`src/rtl/trace_fifo.sv`:
```
// Synchronous FIFO for expected trace records.
// Push while full and pop while empty are ignored; pointers never move on them.
module trace_fifo #(
  parameter int DEPTH = 16,
  parameter int W     = 34
) (
  input  logic                   clk,
  input  logic                   rst,
  input  logic                   push_i,
  input  logic                   pop_i,
  input  logic [W-1:0]           din_i,
  output logic [W-1:0]           dout_o,
  output logic                   full_o,
  output logic                   empty_o,
  output logic [$clog2(DEPTH):0] count_o
);

  localparam int PW = $clog2(DEPTH);

  logic [W-1:0]  mem_q [DEPTH];
  logic [PW-1:0] wr_ptr_q, rd_ptr_q;
  logic [PW:0]   cnt_q;
  logic          push_ok, pop_ok;

  assign full_o  = (cnt_q == (PW+1)'(DEPTH));
  assign empty_o = (cnt_q == '0);
  assign count_o = cnt_q;
  assign dout_o  = mem_q[rd_ptr_q];
  assign push_ok = push_i && !full_o;
  assign pop_ok  = pop_i && !empty_o;

  always_ff @(posedge clk or posedge rst) begin
    if (rst) begin
      wr_ptr_q <= '0;
      rd_ptr_q <= '0;
      cnt_q    <= '0;
    end else begin
      if (push_ok) wr_ptr_q <= wr_ptr_q + PW'(1);
      if (pop_ok)  rd_ptr_q <= rd_ptr_q + PW'(1);
      cnt_q <= cnt_q + {{PW{1'b0}}, push_ok} - {{PW{1'b0}}, pop_ok};
    end
  end

  always_ff @(posedge clk) begin
    if (push_ok) mem_q[wr_ptr_q] <= din_i;
  end

endmodule

```
`config.mk`:
```
export PLATFORM = sky130hd
export DESIGN_NAME = trace_fifo
export DESIGN_NICKNAME = d
export VERILOG_FILES = /design/src/rtl/trace_fifo.sv
export SDC_FILE = /design/constraint.sdc
export NUM_CORES = 1
export LEC_CHECK = 0
export BUFFER_PORTS_ARGS = -buffer_cell sky130_fd_sc_hd__buf_2
export CORE_ASPECT_RATIO = 0.5
export CORE_MARGIN = 4
export CORE_UTILIZATION = 35
export DETAILED_ROUTE_END_ITERATION = 10
export SYNTH_ARGS = -nofsm -noshare
export SYNTH_HDL_FRONTEND = slang
export SYNTH_SLANG_ARGS = --single-unit
```
`constraint.sdc`:
```
create_clock -name clk -period 5.62 [get_ports clk]
set_input_delay 0.562 -clock clk [delete_from_list [all_inputs] [get_ports clk]]
set_output_delay 0.562 -clock clk [all_outputs]
set_load 0.01 [all_outputs]
```
=== Word level (Yosys, flattened, before mapping) ===
Memory sizes are Yosys's and may differ from the RTL's.
Index checks and enable logic that the tools add are counted.

* Reductions and logical operators: 5
* Eq/ne operators: 1
* Mux-type cells: 2
* Add/sub/neg operators: 4

{| class="wikitable"
|+ Operators by type and width
! operator !! count
|-
| 4-bit by 1-bit adder with 4-bit output, second input constant || 2
|-
| 5-bit by 1-bit adder with 5-bit output || 1
|-
| 5-bit == test, second input constant || 1
|-
| 5-bit logical NOT || 1
|-
| 5-bit by 1-bit subtractor with 5-bit output || 1
|-
| 1-bit logical AND || 2
|-
| 1-bit logical NOT || 2
|-
| 1-bit 2-to-1 mux || 2
|}

* Word-level logic and storage cells: 16
* Bits of input ports: 38
* Memories: 1
* Flip-flop bits (word level): 13
* Output and inout port bits: 41
* Memory bits (writable): 544

{| class="wikitable"
|+ Memory list
! name !! words !! bits a word !! rd ports !! clocked after memory_dff !! wr ports !! line !! source
|-
| mem_q || 16 || 34 || 1 || 0 || 1 || 20 || <nowiki>logic [W-1:0] mem_q [DEPTH];</nowiki>
|}

=== Depth between registers and ports, before layout ===
Gate-level depths: netlist (run 1).

* Word-level depth: 5
* Gate-level depth with buffers: 14
* Depth with buffers taken out: 13

=== Least setup slack after synthesis (run 1) ===
No wires, ideal clock.

* Kind: register to register
* Start: register cnt_q[2], in the netlist count_o[2]
* End: memory mem_q[3][0], enable pin
* Data arrival time: 4,494 ps
* Period minus slack after synthesis: 5,005 ps
* Cell stages (with the launch flop): 8
* Buffers on the path: 1
* Path slack: 615 ps
* Library setup time: 510 ps
* Required time: 5,110 ps
* Path through: dfrtp_1 inv_1 ha_1 and4bb_1 nor2b_1 buf_2 inv_2 nor4_1

* Cells in the longest elaborated chain, start to end: 5

{| class="wikitable"
|+ RTL lines
! item !! line !! source
|-
| start, declared || 22 || <nowiki>logic [PW:0] cnt_q;</nowiki>
|-
| start signal, assigned || 40 || <nowiki>cnt_q <= cnt_q + {{PW{1'b0}}, push_ok} - {{PW{1'b0}}, pop_ok};</nowiki>
|-
| 5-bit == test || 25 || <nowiki>assign full_o = (cnt_q == (PW+1)'(DEPTH));</nowiki>
|-
| named net full_o || 13 || <nowiki>output logic full_o,</nowiki>
|-
| 1-bit logical NOT || 29 || <nowiki>assign push_ok = push_i && !full_o;</nowiki>
|-
| 1-bit logical AND || 29 ||
|-
| 1-bit 2-to-1 mux || 45 || <nowiki>if (push_ok) mem_q[wr_ptr_q] <= din_i;</nowiki>
|-
| 1-bit 2-to-1 mux (implied by the code) || 45 ||
|-
| end, declared || 20 ||
|}

The timed path passes the listed nets, and every way through them passes these cells.

=== Final worst setup path (run 1) ===
* Start: register rd_ptr_q[2]
* End: output dout_o[1]

* Cells in the longest elaborated chain, start to end: 1

{| class="wikitable"
|+ RTL lines
! item !! line !! source
|-
| start, declared || 21 || <nowiki>logic [PW-1:0] wr_ptr_q, rd_ptr_q;</nowiki>
|-
| start signal, assigned || 39 || <nowiki>if (pop_ok) rd_ptr_q <= rd_ptr_q + PW'(1);</nowiki>
|-
| memory read 16 x 34 bit || -- ||
|-
| end, declared || 12 || <nowiki>output logic [W-1:0] dout_o,</nowiki>
|}

No other way between the ends.

==> results.tsv, run 1 <==
stage	metric	value	unit
status	outcome	complete, no violations	
job	cap_viol_max_count	0	
setup_path	crit_path_start	rd_ptr_q[2]$_DFFE_PP0P_	
cells_and_area	layout-drive-gt1-share	22.6	%
detailed_routing	routed_wl	47.5	mm
pwr	power.density	501	mW/mm²
yosys	synth.distinct_cells	36	
detailed_routing	drt_iter0_drc	715	
yosys	netlist_top_cells_area	edfxtp_1 75%, mux4_2 7.1%, mux2i_1 6.3%	
yosys	synthTopCellsByCount	544 x edfxtp_1, 136 x mux2i_1, 68 x mux4_2, 63 x a221oi_1, 37 x nand2_1	
yosys	yosys.area.top_type	edfxtp_1	
yosys	syn-num-nets	1116	
detailed_routing	drc	0	
floorplanning	io_pins	79	
yosys	synthMostInstantiatedCell	edfxtp_1	
floorplanning	die_y	184	µm
cts	cts.sink_count	557	
place	dpl.hpwl	25.3	mm
place	pre_cts_ws	2350	ps
detailed_routing	detail_route.first_pass.iterations	5	
yosys	async_reset_ff_share	2.33	%
yosys	synth_area	0.0217	mm²
setup_path	cp.arrival	3290	ps
timing	setup_tns	0	ps
floorplanning	coreArea	0.0612	mm²
floorplanning	die_w	360	µm
yosys	synth_seq_cells	557	
detailed_routing	vias_per_cell	5.19	
timing	min_period_over_period	68.6	%
cts	root_buffer	clkbuf_16	
timing	setup_viol	0	
timing	fin_crit	3860	ps
setup_path	setup.worst_path.start_class	register	
yosys	yosysSeqAreaShare	76.9	%
detailed_routing	num_vias	10600	
place	gp_congestion	0.730	
setup_path	cp_max_fo	69	
timing	relSlewSlack	10.8	%
cells_and_area	syn_to_final_growth	13.4	%
cells_and_area	design_area	0.0246	mm²
cells_and_area	fillCellCount	5432	
timing	fin_hold_ws	6.04	ps
global_route	antenna_found_initial	2	
cts	cts_buffer_depth	3	
global_route	grt-ovfl-total	0	
setup_path	r2r_start	count_o[2]$_DFF_PP0_	
setup_path	cp.required	5060	ps
yosys	ys.warnings.count	0	
setup_path	r2r_end	mem_q[5][11]$_DFFE_PP_	
place	placed_area	0.0230	mm²
cts	post_cts_hold_buffer_count	0	
setup_path	cp-end-kind	primary output	
cts	path_clk_slew	70	ps
cts	cts_tree	done	
global_route	grt_pass1_vias	11000	
detailed_routing	routedWlPerCell	23.4	µm
cts	cts_setup_buffers	0	
cts	htree_levels	2	
cts	cts_resized	0	
cts	cts_buffers	53	
yosys	synthCells	1066	
yosys	synth_edf_count	544	
timing	maxSlewViolCount	0	
timing	fin_ws	1760	ps
yosys	synth_flop_cell	edfxtp_1	
global_route	grt_usage	14.2	%
timing	fmax	259	MHz
cts	clkLatencyLatePin	570	ps
timing	fin_skew	11.0	ps
yosys	synth_top_area_share	75.4	%
timing	tightest_slew	1340	ps
floorplanning	start_util	35.4	%
hold_path	hold_path_class	input pin to async pin	
detailed_routing	antenna_left	0	
floorplanning	dieArea	0.0662	mm²
setup_path	crit_type	register to primary output	
setup_path	ff2ff_path_depth	8	
cells_and_area	fin_nets	1217	
timing	grt_setup_unrepaired	no	
floorplanning	num_rows	64	
global_route	grt_pass1_wl	71.1	mm
setup_path	critPathCapture	dout_o[1]	
pwr	vdd_drop_max	418	µV
timing	final_hold_viol_count	0	
place	port_buffers	78	
pwr	cellLeakagePower	8.16	nW
global_route	grt_max_degree	71	
setup_path	rrSetupSlack	2380	ps
yosys	syn_avg_cell_area	20.3	µm²
## cell usage in the layout (no fill, tap or decap), types with 14 or more instances in the layout
cell type	instances
mux2i_1	136
edfxtp_1	544
buf_2	78
nand2_1	37
a221oi_1	63
clkbuf_1	14
a22oi_1	34
buf_4	27
mux4_2	68
o21ai_0	31
clkbuf_16	53
## where the power goes
group          total (mW)  internal [mW]  switching, mW
clock network        3.21           1.77           1.43
registers            5.27           5.02          0.258
logic                3.83           1.54           2.29
## stage by stage
stage               power (mW)  instances  utilization (%)
global route              12.9       2032             40.1
global placement          9.18       1937             37.6
detailed placement        9.24       1937             37.6
finish                    12.3       2032             40.1
CTS                       12.4       2031             40.1
floorplan                 7.97       1066                -
## worst max-delay path: stages (launching register included)
cell	delay [ps]
dfrtp_1	350
buf_4	500
and2_4	990
a221oi_1	310
a22oi_1	250
nand2_1	120
buf_2	160
## cell families after synthesis
group,synth area share [%]
AO/OA/AOI/OAI,4.96
XOR/XNOR,0.404
adder cells (fa/ha/maj),0.728
buffers and inverters,2.12
flip-flops,76.9
multiplexers,13.4
AND/OR/NAND/NOR,1.46
## worst min path at each step
stage / startpoint / endpoint / slack [ps] / depth (start not counted)
after global routing: rst / wr_ptr_q[3]$_DFFE_PP0P_ / 50 / 2
after detailed placement: count_o[0]$_DFF_PP0_ / count_o[0]$_DFF_PP0_ / 560 / 1
after CTS: rst / wr_ptr_q[2]$_DFFE_PP0P_ / 1 / 2
final: rst / wr_ptr_q[0]$_DFFE_PP0P_ / 6 / 2
after global placement: count_o[0]$_DFF_PP0_ / count_o[0]$_DFF_PP0_ / 550 / 1
after floorplan: rst / count_o[0]$_DFF_PP0_ / 440 / 1
## cell type report
type / instances / area, µm² / share of cell area (%)
timing repair buffer: 108 / 653 / 2.66
sequential: 557 / 16700 / 67.9
antenna: 1 / 2.50 / 0.0102
multi-input combinational: 433 / 4610 / 18.8
clock inverter: 27 / 154 / 0.627
tap: 825 / 1030 / 4.20
clock buffer: 67 / 1380 / 5.61
inverter: 14 / 52.6 / 0.214
## sequential cells by signal, indices dropped and copies added (netlist names)
name and count:
mem_q 544, count_o 5, rd_ptr_q 4, wr_ptr_q 4
## metal layers
metal	share of wire [%]	track usage, %	up-vias
li1	-	-	4619
met1	43	18.7	5633
met2	51	25.0	233
met3	4.2	1.84	68
met4	2.1	3.81	2
met5	0.027	0	-
Power figures use the tool's default switching activity.
==> run 2, diff against run 1 <==
--- a/config.mk
+++ b/config.mk
@@ -5,6 +5,7 @@
 export SDC_FILE = /design/constraint.sdc
 export NUM_CORES = 1
 export LEC_CHECK = 0
+export ABC_AREA = 1
 export BUFFER_PORTS_ARGS = -buffer_cell sky130_fd_sc_hd__buf_2
 export CORE_ASPECT_RATIO = 0.5
 export CORE_MARGIN = 4
==> constraint.sdc (replaced) <==
create_clock -name clk -period 3.8 [get_ports clk]
set_input_delay 0.38 -clock clk [delete_from_list [all_inputs] [get_ports clk]]
set_output_delay 0.38 -clock clk [all_outputs]
set_load 0.01 [all_outputs]
==> run 2 against run 1 <==
Against the previous run: clock power rose by 63%; non-clock buffer count rose by 6; global-route usage rose by 1.3 points; first-iteration DRC count rose by 86%; power rose by 59%; count of clock-buffer cells in the layout fell by 4; via count rose by 43%; setup slack got worse by 1000 ps; clock skew rose by 7.8 ps; register-to-register slack got worse by 1200 ps.
==> results.tsv, run 2 <==
stage	metric	value	unit	change
status	outcome	complete, no violations		
timing	fin_ws	730	ps	-1030 ps
global_route	grt_max_degree	198		+180%
detailed_routing	vias_per_cell	4.70		-9.6%
setup_path	r2r_end	mem_q[2][15]$_DFFE_PP_		
cts	cts_buffer_depth	3		unchanged
pwr	power.share.switching	37.1	%	+4.8 points
timing	fin_crit	3070	ps	
global_route	grt_pass1_wl	86.6	mm	+22%
yosys	syn-num-nets	2267		+100%
cts	cts.sink_count	557		unchanged
detailed_routing	antenna_left	0		unchanged
floorplanning	io_pins	79		unchanged
setup_path	critPathCapture	dout_o[30]		
yosys	synth.distinct_cells	22		-39%
place	gp_congestion	0.751		+2.9%
yosys	synth_area	0.0235	mm²	+8.4%
timing	fmax	326	MHz	
yosys	netlist_top_cells_area	edfxtp_1 70%, nand2_1 14%, nand3_1 4.4%		
setup_path	setup.worst_path.start_class	register		
yosys	syn_avg_cell_area	10.6	µm²	-48%
detailed_routing	detail_route.first_pass.iterations	5		unchanged
global_route	grt_usage	15.5	%	+1.3 points
timing	tightest_slew	1030	ps	-305 ps
timing	setup_tns	0	ps	unchanged
floorplanning	coreArea	0.0657	mm²	+7.4%
timing	min_period_over_period	80.8	%	
cells_and_area	layout-drive-gt1-share	9.32	%	-13 points
detailed_routing	num_vias	15100		+43%
place	placed_area	0.0251	mm²	+8.9%
pwr	p_seq_share	38.4	%	-4.5 points
cells_and_area	syn_to_final_growth	14.2	%	
pwr	power	19.6	mW	+59%
cts	cts_tree	done		
yosys	synth_edf_count	544		unchanged
setup_path	cp_max_fo	45		-35%
cts	root_buffer	clkbuf_16		
timing	maxSlewViolCount	0		unchanged
cells_and_area	diodes	0		-1
floorplanning	num_rows	66		+3.1%
cells_and_area	post-route-util	40.8	%	+0.65 points
pwr	cellLeakagePower	10.9	nW	+33%
pwr	p_sw	7.29	mW	+83%
yosys	synthMostInstantiatedCell	nand2_1		
detailed_routing	drt_iter0_drc	1330		+86%
timing	relSlewSlack	31.1	%	+20 points
floorplanning	start_util	35.7	%	+0.32 points
yosys	synth_flop_cell	edfxtp_1		
global_route	antenna_found_initial	2		unchanged
timing	fin_skew	18.8	ps	+7.79 ps
yosys	yosys.area.top_type	edfxtp_1		
cells_and_area	design_area	0.0268	mm²	+9.2%
pwr	combPwrFrac	35.0	%	+3.9 points
detailed_routing	routed_wl	56.2	mm	+18%
floorplanning	dieArea	0.0716	mm²	+8.1%
cells_and_area	max_flop_register	mem_q		
setup_path	ff2ff_path_depth	8		unchanged
global_route	grt-ovfl-total	0		unchanged
floorplanning	die_w	374	µm	+4.0%
yosys	synthTopCellsByCount	871 x nand2_1, 544 x edfxtp_1, 221 x inv_1, 221 x nor2_1, 207 x nand3_1		
timing	grt_setup_unrepaired	no		
place	dpl.hpwl	30.7	mm	+21%
job	cap_viol_max_count	0		unchanged
place	port_buffers	78		unchanged
hold_path	hold_path_class	input pin to register		
cells_and_area	largest_reg_flops	544		unchanged
setup_path	cp-end-kind	primary output		
yosys	yosysSeqAreaShare	70.9	%	-6.0 points
setup_path	cp.arrival	2690	ps	-600 ps
yosys	async_reset_ff_share	2.33	%	unchanged
setup_path	cp.required	3420	ps	-1640 ps
floorplanning	die_y	191	µm	+3.9%
setup_path	r2r_start	count_o[2]$_DFF_PP0_		
pwr	power.density	732	mW/mm²	+46%
setup_path	crit_type	register to primary output		
place	pre_cts_ws	1210	ps	-1140 ps
cts	htree_levels	2		unchanged
cts	cts_buffers	53		unchanged
yosys	synth_top_area_share	69.6	%	-5.9 points
detailed_routing	drc	0		unchanged
setup_path	crit_path_start	rd_ptr_q[1]$_DFFE_PP0P_		
cells_and_area	fin_nets	2333		+92%
setup_path	rrSetupSlack	1210	ps	-1170 ps
yosys	synthCells	2217		+110%
detailed_routing	routedWlPerCell	17.5	µm	-25%
cells_and_area	final_cell_mix	871 x nand2_1, 544 x edfxtp_1, 221 x inv_1, 207 x nand3_1, 205 x nor2_1		
timing	setup_viol	0		unchanged
global_route	grt_pass1_vias	14600		+32%
cts	clkLatencyLatePin	580	ps	about the same
cells_and_area	layout_commonest_cell	nand2_1		
yosys	ys.warnings.count	0		unchanged
pwr	intPower	12.3	mW	+48%
cts	path_clk_slew	70	ps	about the same
pwr	pwr-share-clk	26.6	%	+0.6 points
pwr	vdd_drop_max	694	µV	+66%
timing	final_hold_viol_count	0		unchanged
yosys	synth_seq_cells	557		unchanged
run 2: cell types whose count changed after synthesis, moves of 26 or more:
cell and delta:
nand2_1 +834, nor2_1 +215, inv_1 +209, nand3_1 +205
mux2i_1 -136, mux4_2 -68, a221oi_1 -63, buf_2 +58
a22oi_1 -34, o21ai_0 -26
run 2: area by class of cell:
| cell class | count | area (µm²) |
|---|---|---|
| well taps | 884 | 1110 |
| multi-input cells | 1331 | 5560 |
| inverters | 226 | 853 |
| clock buffers | 63 | 1480 |
| fillers | 6223 | 38900 |
| flip-flops and latches | 557 | 16700 |
| repair buffers | 114 | 901 |
| clock inverters | 37 | 246 |
run 2: through the flow:
step,cells,hold WS [ps]
after floorplan,2217,257
final,3212,191
after CTS,3212,169
after detailed placement,3111,453
after global placement,3111,459
after global routing,3212,181
run 2: timing repair:
action                    4_1_cts  5_1_grt
hold buffers                    1        0
hold endpoints to repair       13        0
gates resized for setup         0        0
setup buffers                   0        0
run 2: power groups by stage:
stage / registers, mW / clock network [mW] / logic (mW)
after floorplan: 7.64 / 0 / 4.47
after global placement: 7.65 / 0 / 6.88
after detailed placement: 7.66 / 0 / 6.95
after CTS: 7.53 / 5.31 / 6.98
after global routing: 7.57 / 5.57 / 7.66
final: 7.53 / 5.23 / 6.87
run 2: critical path: stages, from the launching register on:
cell and delay [ps]:
dfrtp_4 510, inv_2 550, buf_12 390, nand3_1 130, nand3_1 140, nand2_1 70
nand2_1 110, buf_2 150
run 2: worst min path at each step:
stage,slack (ps),cells after the start,end,from
after floorplan,260,1,count_o[0]$_DFF_PP0_,rst
after global placement,460,2,count_o[3]$_DFF_PP0_,rst
after detailed placement,450,2,count_o[3]$_DFF_PP0_,rst
after CTS,170,4,rd_ptr_q[3]$_DFFE_PP0P_,pop_i
after global routing,180,1,mem_q[9][23]$_DFFE_PP_,din_i[23]
final,190,1,mem_q[11][24]$_DFFE_PP_,din_i[24]
run 2: logic make-up (layout without fill, tap and decap cells):
group / Yosys count / count (layout) / share of synthesized area, %
compound gates: 7 / 7 / 0.149
xor+xnor: 10 / 10 / 0.373
buf+inv: 329 / 440 / 5.90
simple gates: 1302 / 1302 / 22.0
fa+ha+maj: 12 / 12 / 0.671
flops: 557 / 557 / 70.9
run 2: metal layers:
metal,wire [µm],share of wire [%],track usage [%],up-vias
met3,2870,5.1,1.99,73
met5,34,0.061,0,-
met2,27000,48,26.5,370
met1,25400,45,21.2,7334
met4,870,1.5,3.18,4
li1,-,-,-,7304
==> run 3, diff against run 2 <==
--- a/config.mk
+++ b/config.mk
@@ -5,7 +5,7 @@
 export SDC_FILE = /design/constraint.sdc
 export NUM_CORES = 1
 export LEC_CHECK = 0
-export ABC_AREA = 1
+export ABC_AREA = 0
 export BUFFER_PORTS_ARGS = -buffer_cell sky130_fd_sc_hd__buf_2
 export CORE_ASPECT_RATIO = 0.5
 export CORE_MARGIN = 4
==> constraint.sdc (replaced) <==
create_clock -name clk -period 3 [get_ports clk]
set_input_delay 0.3 -clock clk [delete_from_list [all_inputs] [get_ports clk]]
set_output_delay 0.3 -clock clk [all_outputs]
set_load 0.01 [all_outputs]
==> run 3 against run 2 <==
Against the previous run: combinational power increased by 11%; design area decreased by 6.1%; sequential power up 29%; clock skew down 9.4 ps; final cell count shrank 36%; routed wire length down 17%; register-to-register slack worse by 870 ps; critical endpoint is now dout_o[7]; largest cell class unchanged.
==> results.tsv, run 3 (synthesis gave the netlist of run 1 again) <==
stage	metric	value	unit	change
status	outcome	complete, no violations		
setup_path	r2r_end	mem_q[7][14]$_DFFE_PP_		
cells_and_area	final_cell_mix	544 x edfxtp_1, 136 x mux2i_1, 78 x buf_2, 68 x mux4_2, 54 x clkbuf_16		
timing	setup_viol	0		unchanged
cts	cts_buffer_depth	3		unchanged
place	pre_cts_ws	335	ps	-879 ps
detailed_routing	routed_wl	46.6	mm	-17%
global_route	grt_pass1_vias	11100		-24%
floorplanning	dieArea	0.0662	mm²	-7.5%
detailed_routing	num_vias	10700		-29%
timing	maxSlewViolCount	0		unchanged
timing	fin_skew	9.40	ps	-9.38 ps
detailed_routing	routedWlPerCell	22.6	µm	+29%
setup_path	r2r_start	count_o[2]$_DFF_PP0_		
setup_path	critPathCapture	dout_o[7]		
setup_path	cp-end-kind	primary output		
timing	final_hold_viol_count	0		unchanged
setup_path	cp.required	2700	ps	-720 ps
cells_and_area	layout_commonest_cell	edfxtp_1		
cts	cts_tree	done		
pwr	vdd_drop_max	472	µV	-32%
cells_and_area	instances_no_fill	2057		-36%
setup_path	max_stage_delay	570	ps	+20 ps
cts	htree_levels	2		unchanged
floorplanning	io_pins	79		unchanged
floorplanning	coreArea	0.0612	mm²	-6.9%
pwr	cellLeakagePower	8.43	nW	-23%
place	gp_congestion	0.748		-0.48%
pwr	power	24.0	mW	+22%
cells_and_area	multi_input_comb_area	0.00474	mm²	-15%
timing	min_period_over_period	97.5	%	
setup_path	crit_type	register to primary output		
timing	fin_ws	73.6	ps	-656 ps
cells_and_area	ff_latch_area	0.0167	mm²	unchanged
cts	clkLatencyLatePin	570	ps	about the same
place	dpl.hpwl	26.5	mm	-13%
cells_and_area	largest_reg_flops	544		unchanged
detailed_routing	drt_iter0_drc	775		-42%
floorplanning	start_util	35.4	%	-0.32 points
cells_and_area	max_flop_register	mem_q		
global_route	grt-ovfl-total	0		unchanged
cts	root_buffer	clkbuf_16		
setup_path	rrSetupSlack	340	ps	-870 ps
floorplanning	num_rows	64		-3.0%
hold_path	hold_path_class	input pin to register		
cells_and_area	syn_to_final_growth	16.2	%	
cells_and_area	layout-drive-gt1-share	25.4	%	+16 points
global_route	antenna_found_initial	3		+1
cts	path_clk_slew	60	ps	about the same
setup_path	cp_cell_sequence	buf_16 -> mux4_2 -> a22oi_1 -> nand2_1 -> buf_2		
detailed_routing	antenna_left	0		unchanged
job	cap_viol_max_count	0		unchanged
setup_path	path_depth	5		-2
setup_path	cp_max_fo	68		+51%
timing	tightest_slew	592	ps	-442 ps
cells_and_area	fin_nets	1237		-47%
global_route	grt_usage	13.9	%	-1.5 points
place	place_inst	1957		-37%
timing	grt_setup_unrepaired	yes		
global_route	grt_pass1_wl	70.3	mm	-19%
cts	cts.sink_count	557		unchanged
cts	cts_setup_buffers	0		unchanged
pwr	power.density	955	mW/mm²	+30%
floorplanning	die_w	360	µm	-3.9%
floorplanning	die_y	184	µm	-3.8%
setup_path	slowest_stage	mux4_2		
setup_path	ff2ff_path_depth	9		+1
detailed_routing	vias_per_cell	5.19		+10%
timing	setup_tns	0	ps	unchanged
setup_path	crit_path_start	rd_ptr_q[0]$_DFFE_PP0P_		
setup_path	cp_num_buf_inv	2		-1
place	port_buffers	78		unchanged
timing	fin_crit	2930	ps	
timing	relSlewSlack	60.5	%	+29 points
setup_path	cp.arrival	2630	ps	-60 ps
global_route	grt_max_degree	69		-65%
cells_and_area	fillCellCount	5365		-14%
setup_path	cp_top_family	multiplexers		
timing	fmax	342	MHz	
detailed_routing	drc	0		unchanged
detailed_routing	detail_route.first_pass.iterations	5		unchanged
setup_path	setup.worst_path.start_class	register		
cts	cts_buffers	52		-1.9%
==> run 3: worst min-delay path by stage <==
stage,cells past startpoint,end,start
after global placement,2,count_o[4]$_DFF_PP0_,rst
after global routing,1,mem_q[10][23]$_DFFE_PP_,din_i[23]
after CTS,1,mem_q[9][4]$_DFFE_PP_,din_i[4]
after detailed placement,2,count_o[1]$_DFF_PP0_,rst
after floorplan,1,count_o[0]$_DFF_PP0_,rst
final,1,mem_q[6][23]$_DFFE_PP_,din_i[23]
==> run 3: worst register-to-register path: cells and delay by family (launching register included) <==
family | cells | cell delay [ps]
adders and majority gates | 1 | 210
buffers and inverters | 4 | 670
DFF | 1 | 400
and+or+nand+nor | 4 | 1020
==> run 3: through the flow <==
stage,hold WS (ps),instance area (µm²),utilization (%)
floorplan,177,21700,-
global placement,354,23300,38.1
detailed placement,362,23300,38.1
CTS,60.2,25100,41.0
global route,70.9,25200,41.2
finish,88.4,25200,41.2
==> run 3: report_power, final <==
group / internal (mW) / switching (mW)
Sequential: 9.40 / 0.341
Combinational: 3.10 / 4.50
Clock: 3.94 / 2.76
==> run 3: final cells by class <==
cell class,count,share of cell area [%]
antenna,2,0.0199
sequential,557,66.2
multi-input combinational,433,18.8
tap,825,4.10
clock inverter,32,1.37
clock buffer,65,5.61
timing repair buffer,129,3.65
inverter,14,0.209
==> run 3: per-layer routing <==
| layer | vias to the layer above | GRT usage, % | wire (µm) |
|---|---|---|---|
| li1 | 4676 | - | - |
| met2 | 266 | 23.5 | 22900 |
| met5 | - | 0 | 13 |
| met4 | 2 | 4.18 | 1240 |
| met3 | 87 | 2.52 | 2310 |
| met1 | 5642 | 18.6 | 20200 |
==> run 3: timing repair <==
item	in CTS	in global routing
endpoints found under the hold margin	13	0
hold buffers	1	0
endpoints found under the setup margin	1	19
cloned	0	0
gates resized for setup	2	16
